$ cat src/rtl/lsu_arbiter.sv
// Load/store arbiter: latches one bundle of per-slot memory requests and
// serialises them onto a single memory port in slot order, stalling the core meanwhile.
module lsu_arbiter #(
    parameter int NUM_EU  = 3,
    parameter int TIMEOUT = 0
) (
    input  logic                  clk,
    input  logic                  rst,
    input  logic                  issue,
    input  logic [NUM_EU-1:0]     is_load,
    input  logic [NUM_EU-1:0]     is_store,
    input  logic [NUM_EU*32-1:0]  ls_addr,
    input  logic [NUM_EU*32-1:0]  ls_wdata,
    input  logic [NUM_EU*2-1:0]   ls_size,
    input  logic [NUM_EU-1:0]     sign_extend,
    output logic                  busy,
    output logic [NUM_EU*32-1:0]  rdata,
    output logic [NUM_EU-1:0]     rdata_valid,
    output logic [NUM_EU-1:0]     fault,
    output logic                  mem_req,
    output logic                  mem_we,
    output logic [31:0]           mem_addr,
    output logic [31:0]           mem_wdata,
    output logic [1:0]            mem_size,
    input  logic                  mem_ack,
    input  logic [31:0]           mem_rdata
);

    localparam int SW = (NUM_EU > 1) ? $clog2(NUM_EU) : 1;
    localparam int CW = (TIMEOUT > 1) ? $clog2(TIMEOUT) : 1;

    typedef enum logic [1:0] {IDLE, SEL, ACC, DONE} state_t;

    state_t               state, state_nxt;
    logic [NUM_EU-1:0]    pend;
    logic [NUM_EU-1:0]    ld_q;
    logic [NUM_EU-1:0]    sext_q;
    logic [NUM_EU*32-1:0] addr_q;
    logic [NUM_EU*32-1:0] wdata_q;
    logic [NUM_EU*2-1:0]  size_q;
    logic [CW-1:0]        cnt;

    logic [NUM_EU-1:0]    req_vec;
    logic [SW-1:0]        sel;
    logic [31:0]          sel_addr;
    logic [1:0]           sel_size;
    logic                 bad;
    logic                 expire;
    logic                 accept;

    function automatic logic [31:0] extend(input logic [31:0] d, input logic [1:0] sz,
                                           input logic sx);
        case (sz)
            2'd0:    extend = sx ? {{24{d[7]}}, d[7:0]} : {24'b0, d[7:0]};
            2'd1:    extend = sx ? {{16{d[15]}}, d[15:0]} : {16'b0, d[15:0]};
            default: extend = d;
        endcase
    endfunction

    // Slot currently being serviced: lowest pending bit. It stays pending through ACC.
    always_comb begin
        sel = '0;
        for (int i = NUM_EU - 1; i >= 0; i--) begin
            if (pend[i]) sel = SW'(i);
        end
    end

    always_comb begin
        req_vec  = is_load | is_store;
        accept   = issue && (req_vec != '0);
        sel_addr = addr_q[sel*32 +: 32];
        sel_size = size_q[sel*2 +: 2];
        bad      = (sel_size == 2'd3) ||
                   (sel_size == 2'd1 && sel_addr[0]) ||
                   (sel_size == 2'd2 && sel_addr[1:0] != 2'b00);
        // An ack in the expiry cycle takes priority over the timeout.
        expire   = (TIMEOUT != 0) && !mem_ack && (cnt == CW'(TIMEOUT - 1));
    end

    always_ff @(posedge clk) begin
        if (rst) state <= IDLE;
        else     state <= state_nxt;
    end

    always_comb begin
        state_nxt = state;
        case (state)
            IDLE: if (accept) state_nxt = SEL;
            SEL: begin
                if (pend == '0)  state_nxt = DONE;
                else if (!bad)   state_nxt = ACC;
            end
            ACC:  if (mem_ack || expire) state_nxt = SEL;
            DONE: state_nxt = IDLE;
            default: state_nxt = IDLE;
        endcase
    end

    always_ff @(posedge clk) begin
        if (rst) begin
            busy        <= 1'b0;
            rdata       <= '0;
            rdata_valid <= '0;
            fault       <= '0;
            mem_req     <= 1'b0;
            mem_we      <= 1'b0;
            mem_addr    <= '0;
            mem_wdata   <= '0;
            mem_size    <= '0;
            pend        <= '0;
            ld_q        <= '0;
            sext_q      <= '0;
            addr_q      <= '0;
            wdata_q     <= '0;
            size_q      <= '0;
            cnt         <= '0;
        end else begin
            rdata_valid <= '0;
            case (state)
                IDLE: begin
                    if (accept) begin
                        pend    <= req_vec;
                        ld_q    <= is_load;
                        sext_q  <= sign_extend;
                        addr_q  <= ls_addr;
                        wdata_q <= ls_wdata;
                        size_q  <= ls_size;
                        fault   <= '0;
                        busy    <= 1'b1;
                    end
                end
                SEL: begin
                    if (pend != '0) begin
                        if (bad) begin
                            fault[sel] <= 1'b1;
                            pend[sel]  <= 1'b0;
                        end else begin
                            mem_req   <= 1'b1;
                            mem_we    <= !ld_q[sel];
                            mem_addr  <= sel_addr;
                            mem_wdata <= wdata_q[sel*32 +: 32];
                            mem_size  <= sel_size;
                            cnt       <= '0;
                        end
                    end
                end
                ACC: begin
                    if (mem_ack) begin
                        mem_req   <= 1'b0;
                        pend[sel] <= 1'b0;
                        if (!mem_we) begin
                            rdata[sel*32 +: 32] <= extend(mem_rdata, mem_size, sext_q[sel]);
                            rdata_valid[sel]    <= 1'b1;
                        end
                    end else if (expire) begin
                        mem_req    <= 1'b0;
                        fault[sel] <= 1'b1;
                        pend[sel]  <= 1'b0;
                    end else begin
                        cnt <= cnt + 1'b1;
                    end
                end
                DONE: busy <= 1'b0;
                default: ;
            endcase
        end
    end

endmodule

$ cat config.mk
export PLATFORM = sky130hd
export DESIGN_NAME = lsu_arbiter
export DESIGN_NICKNAME = d
export VERILOG_FILES = /design/src/rtl/lsu_arbiter.sv
export SDC_FILE = /design/constraint.sdc
export NUM_CORES = 1
export LEC_CHECK = 0
export ABC_AREA = 1
export BUFFER_PORTS_ARGS = -buffer_cell sky130_fd_sc_hd__buf_4
export CORE_MARGIN = 1.5
export CORE_UTILIZATION = 43
export DETAILED_ROUTE_END_ITERATION = 8
export PLACE_DENSITY = 0.68
export REMOVE_ABC_BUFFERS = 1
export SKIP_CTS_REPAIR_TIMING = 1
export SYNTH_ARGS = -nofsm -noshare
export SYNTH_HDL_FRONTEND = slang
export SYNTH_SLANG_ARGS = --single-unit
$ cat constraint.sdc
create_clock -name clk -period 2 [get_ports clk]
set_input_delay 0.4 -clock clk [delete_from_list [all_inputs] [get_ports clk]]
set_output_delay 0.4 -clock clk [all_outputs]
set_load 0.05 [all_outputs]
# --- After elaboration in Yosys (flattened, before gate mapping) ---
# Index checks and enable logic that the tools add are counted.
totals:
  output_inout_bits: 171
  reg_bits: 380
  elab_cells: 108
  latchBits: 0
  rom_bits: 0
  ram_bits: 0
  input_bits: 243
  n_memories: 0
classes:
  magnitude_cmp: 2
  mux: 37
  eq_ne: 13
  n_addsub: 1
  n_div: 0
  bitwise: 8
  reduce_logical: 26
  n_shift: 5
  n_mul: 0
ops:
  columns: ["operator", "n"]
  rows:
  - ["$mux 32", 6]
  - ["$shiftx 96x8->32", 2]
  - ["$bwmux 96", 1]
  - ["$shift 32x34->96 const A", 1]
  - ["$shiftx 32x34->96", 1]
  - ["$pmux 32 s2", 1]
  - ["$neg 7->34", 1]
  - ["$mux 3", 7]
  - ["$mux 2", 7]
  - ["$ne 2x2->1 const B", 5]
  - ["$pmux 3 s3", 1]
  - ["$reduce_and 3->1", 3]
  - ["$reduce_bool 3->1", 3]
  - ["$eq 2x2->1 const B", 4]
  - ["$pmux 2 s4", 1]
  - ["$reduce_and 4->1", 2]
  - ["$reduce_bool 2->1", 4]
  - ["$mux 1", 7]
  - ["$eq 2x1->1 const B", 3]
  - ["$or 3x3->3", 2]
  - ["$pmux 3 s2", 1]
  - ["$shiftx 6x4->2", 1]
  - ["$reduce_and 5->1", 1]
  - ["$bmux 1 s2", 2]
  - ["other kinds (15)", 25]

# --- Logic depth before layout (Yosys ltp) ---
depth:
  ltp_word: 13
  mapped_depth: 15
  ltp_nobuf: 13

# --- Worst setup path before layout ---
# OpenSTA, ideal clock, no wires.
synth_timing:
  kind: "reg2reg"
  from: "register state[0]"
  to: "register rdata[61]"
  setup_time_ps: 131
  path_stages_with_launch: 10
  required_ps: 1869
  n_path_buf: 2
  synth_period_minus_slack_ps: 1749
  slack_ps: 251
  t_arrival_ps: 1619
  cell_sequence: "dfxtp_1 inv_1 ha_1 inv_1 nor3_1 inv_1 nor2_1 buf_2 clkbuf_1 a21oi_1"
synth_between:
  elab_chain_cells: 2
synth_lines:
  columns: ["element", "line", "text"]
  rows:
  - ["from (decl)", "34", "state_t state, state_nxt;"]
  - ["from (signal assigned)", "82", "else state <= state_nxt;"]
  - ["$eq 2x2->1", "119", "case (state)"]
  - ["$reduce_and 3->1 (no line)", null, null]
  - ["to (signal, indexed assignment)", "152", "rdata[sel*32 +: 32] <= extend(mem_rdata, mem_size, sext_q[sel]);"]
  - ["to (decl)", "17", "output logic [NUM_EU*32-1:0] rdata,"]
# Every way passes these cells.
# A chain may end at the register's enable or synchronous reset.

# --- Final worst setup path ---
layout_timing:
  from: "register pend[0]"
  to: "register mem_addr[28]"
layout_between:
  elab_chain_cells: 8
  elab_cells_between_ends: 14
  cone_classes: "eq/ne: 3; shift: 2; mux: 1; bitwise: 1; reduce/logical: 7"
layout_lines:
  columns: ["element", "line", "text"]
  rows:
  - ["from (decl)", "35", "logic [NUM_EU-1:0] pend;"]
  - ["from (signal assigned)", "122", "pend <= req_vec;"]
  - ["branches (longest 8 deep; another with $shiftx 96x8->32)", null, null]
  - ["to (signal assigned)", "140", "mem_addr <= sel_addr;"]
  - ["to (decl)", "22", "output logic [31:0] mem_addr,"]
# Several ways; the timed one is not identified.

==> results by group <==
Finish
  – Proportion of layout cells with a drive suffix above 1: 0.242
  – Synthesis-to-finish area growth: 35.7%
  – Nets: 2579

Detailed routing
  – DRC violation count after routing: 0
  – Routed Antenna Nets: 0
  – 1st-iter DRT viols: 1003
  – Number of vias per cell after detailed routing: 5.04
  – Post-detailed-routing wire length: 44.5 mm
  – Mean routed wirelength per cell: around 16 um
  – First-pass DRT Iterations: 8
  – Count of vias placed by the detailed router: between 10k and 15k

Floorplanning
  – Core ar.: 34400 um2
  – Initial Util: 0.434
  – Area of the die: between 30000 and 40000 um2
  – Number of primary I/O pins: 414
  – Row cnt: 68
  – Y dimension of the die: 189 um
  – Horizontal die dimension: 189 um

Setup path
  – Number of buffers and inverters on the critical path: 4
  – Endpoint kind of the worst setup timing path: flop
  – Ordered list of cells on the worst path: nor2_4, nand2_8, inv_8, nand2_1, nand2_1, nand2_1, nand2_1, nand2_2, nand2_4, clkinv_8, buf_12, clkbuf_16, a21oi_1
  – Data arrival at the endpoint of the critical path: 2.31 ns
  – Dominant cell type by count on the critical path: nand2_1
  – Startpoint of the worst-slack reg-to-reg timing path: pend[0]$_SDFFE_PP0P_
  – Startpoint Class: flop
  – Category of cells accounting for the largest share of critical-path delay: simple AND/OR/NAND/NOR gates
  – Launching instance or port of the critical path: pend[0]$_SDFFE_PP0P_
  – Worst-path maximum fanout: 18
  – Worst reg2reg setup slack: 0.13 ns
  – Worst setup path class: reg -> reg
  – Delay of the slowest cell on the worst path: 0.35 ns
  – Req. time, crit path: ~2.4 ns
  – Slowest library cell on the worst path: dfxtp_2

Yosys
  – Warnings from Yosys: 0
  – Number of enable flip-flop cells after synthesis: 0
  – Top_reg_cell synth: dfxtp_1
  – Leading area contributor after synthesis: dfxtp_1
  – Async set or reset register ratio after synthesis: 0
  – Number of storage elements in the synthesis netlist: 380
  – Register area share after synthesis: 0.510
  – Count of unique library cells instantiated by Yosys: 26
  – Number of instances in the synthesized netlist: 1972
  – Yosys top cell area share: 0.510
  – Most area-consuming cells after synthesis: dfxtp_1 (51%), o21ai_0 (17%), a21oi_1 (11%)
  – Combined area of all synthesized cells: 14900 um2
  – Mean cell area of the mapped netlist: 7.56 um2

GRT
  – Overflow left after global routing: 0
  – GRT Util Overall: 0.236
  – Largest net degree at the start of global routing: 93
  – Global-route wire length before repair: approximately 69 mm
  – Antenna violations before repair: 6
  – Number of global-route vias before repair: 13.4k

Run status
  – Status: complete, no violations

STA
  – FMAX: 0.535 GHz
  – Setup WS post-layout: 0.130 ns
  – Clock period minus worst slack: 1.87 ns
  – Clock skew after layout: 0.0147 ns
  – Final Max Tran Viols: 0
  – Final hold violation count: 0
  – Post-Route Hold Slack: 0.128 ns
  – Setup repair after global routing missed its margin: yes
  – Tightest Pin Transition: 0.397 ns
  – Relative slew slack: 0.732
  – Setup Viol. Count Final: 0
  – Post-route fraction of the period consumed by the critical path: 0.935

Hold path
  – Startpoint of the worst hold path: mem_rdata[3]
  – Min-delay worst type: in -> reg

Placement
  – GP Congestion: between 0.8 and 0.9
  – HPWL after detailed placement: 29.9 mm
  – IO buf count: approximately 410
  – Pre-CTS WS: 0.0269 ns

Clocking
  – Clock tree buffer depth: 3
  – Clock input transition at the sequential cells of the worst setup and hold paths: 0.06 ns
  – Number of buffers created by CTS: between 40 and 50
  – CTS root buffer: clkbuf_16
  – Clock sink count: 380
  – Clock tree from TritonCTS: built
  – H-tree levels: 2
  – Skew-Pair Late Insertion Delay: between 0.5 and 0.6 ns

Flow run
  – Maxcap violations: 0

Power and ir drop
  – Power per unit of standard cell area: 1510 nW/um2
  – Maximum VDD drop: 0.000955 V
  – Total design power: 30.5 mW
  – Leakage power summed over all cells: 8.88 nW
[routing by layer]
layer  part of all wire  global-route usage  wire length, um  vias to the layer above
met2               0.47               0.386            20800                      447
met3              0.059              0.0384             2620                      106
li1                   -                   -                -                     7196
met4              0.042               0.113             1870                        0
met5                  0                   0                0                        -
met1               0.43               0.303            19200                     6485
[registers in the layout, indices dropped and copies added, names as in the netlist, 6 cells and up]
register   flops
addr_q        96
rdata         96
wdata_q       96
mem_addr      32
mem_wdata     32
size_q         6
[where the power goes]
group | internal (mW) | switching [mW] | leakage (nW) | total, mW
clock network | 4.77 | 3.05 | 0.704 | 7.83
registers | 9.58 | 0.920 | 3.12 | 10.5
logic | 4.04 | 8.16 | 5.06 | 12.2
total | 18.4 | 12.1 | 8.88 | 30.5
[per-stage QoR]
| stage | instances | utilization | instance area, um2 | setup TNS, ns |
|---|---|---|---|---|
| 2_1_floorplan | 1819 | - | 14200 | -1681.39 |
| 3_3_place_gp | 2736 | 0.540 | 18600 | 0 |
| 3_5_place_dp | 2736 | 0.540 | 18600 | 0 |
| 4_1_cts | 2812 | 0.581 | 20000 | -0.0143 |
| 5_1_grt | 2825 | 0.589 | 20200 | -0.0214 |
| 6_report | 2825 | 0.589 | 20200 | 0 |
[cell usage after synthesis (2+ instances only)]
cell / n
nand2_1: 176
nand3_2: 2
buf_1: 9
inv_1: 247
o21ai_0: 501
a21oi_1: 325
ha_1: 4
buf_2: 29
nand2_4: 2
nand4_1: 4
nand2_2: 2
buf_4: 3
o21ai_1: 10
buf_6: 5
nand3_1: 22
o21ai_2: 11
nor2_1: 123
clkbuf_1: 107
inv_2: 4
dfxtp_1: 380
[logic make-up after synthesis]
family                   Yosys count  share of synthesized area
AO/OA/AOI/OAI                    849                      0.288
buffers and inverters            404                      0.107
flip-flops                       380                      0.510
AND/OR/NAND/NOR                  335                     0.0907
adder cells (fa/ha/maj)            4                    0.00336
[worst reg2reg max path, stage by stage (launching register included)]
cell       delay, ns
dfxtp_2         0.35
nor2_4          0.17
nand2_8         0.12
inv_8           0.12
nand2_1         0.06
nand2_1         0.07
nand2_1         0.05
nand2_1         0.09
nand2_2         0.08
nand2_4         0.10
clkinv_8        0.10
buf_12          0.15
clkbuf_16       0.18
a21oi_1         0.15
[final cells by class]
class                           count  area (um2)
Sequential cell                   380        7610
Tap cell                          455         569
Timing Repair Buffer              469        3890
Clock inverter                     13         146
Multi-Input combinational cell   1188        5760
Antenna cell                        6        15.0
Fill cell                        3192       14100
Clock buffer                       63        1270
Inverter                          251         973
[cells in the final DEF, fill, tap and decap left out, types with 11 or more instances in the layout]
cell type / count
o21ai_0: 492
buf_4: 440
dfxtp_1: 378
a21oi_1: 324
inv_1: 245
nand2_1: 176
nor2_1: 121
clkbuf_16: 46
buf_12: 23
nand3_1: 20
o21ai_1: 19
clkbuf_8: 12
o21ai_2: 11
[worst paths after layout]
path | endpoint | depth (start not counted)
setup / recovery | mem_addr[28]$_SDFFE_PP0P_ | 13
hold / removal | rdata[67]$_SDFFE_PP0P_ | 3
hold reg to reg | addr_q[14]$_SDFFE_PP0P_ | 2
setup reg to reg | mem_addr[28]$_SDFFE_PP0P_ | 13
No activity file was read; power rests on OpenSTA's default activity.
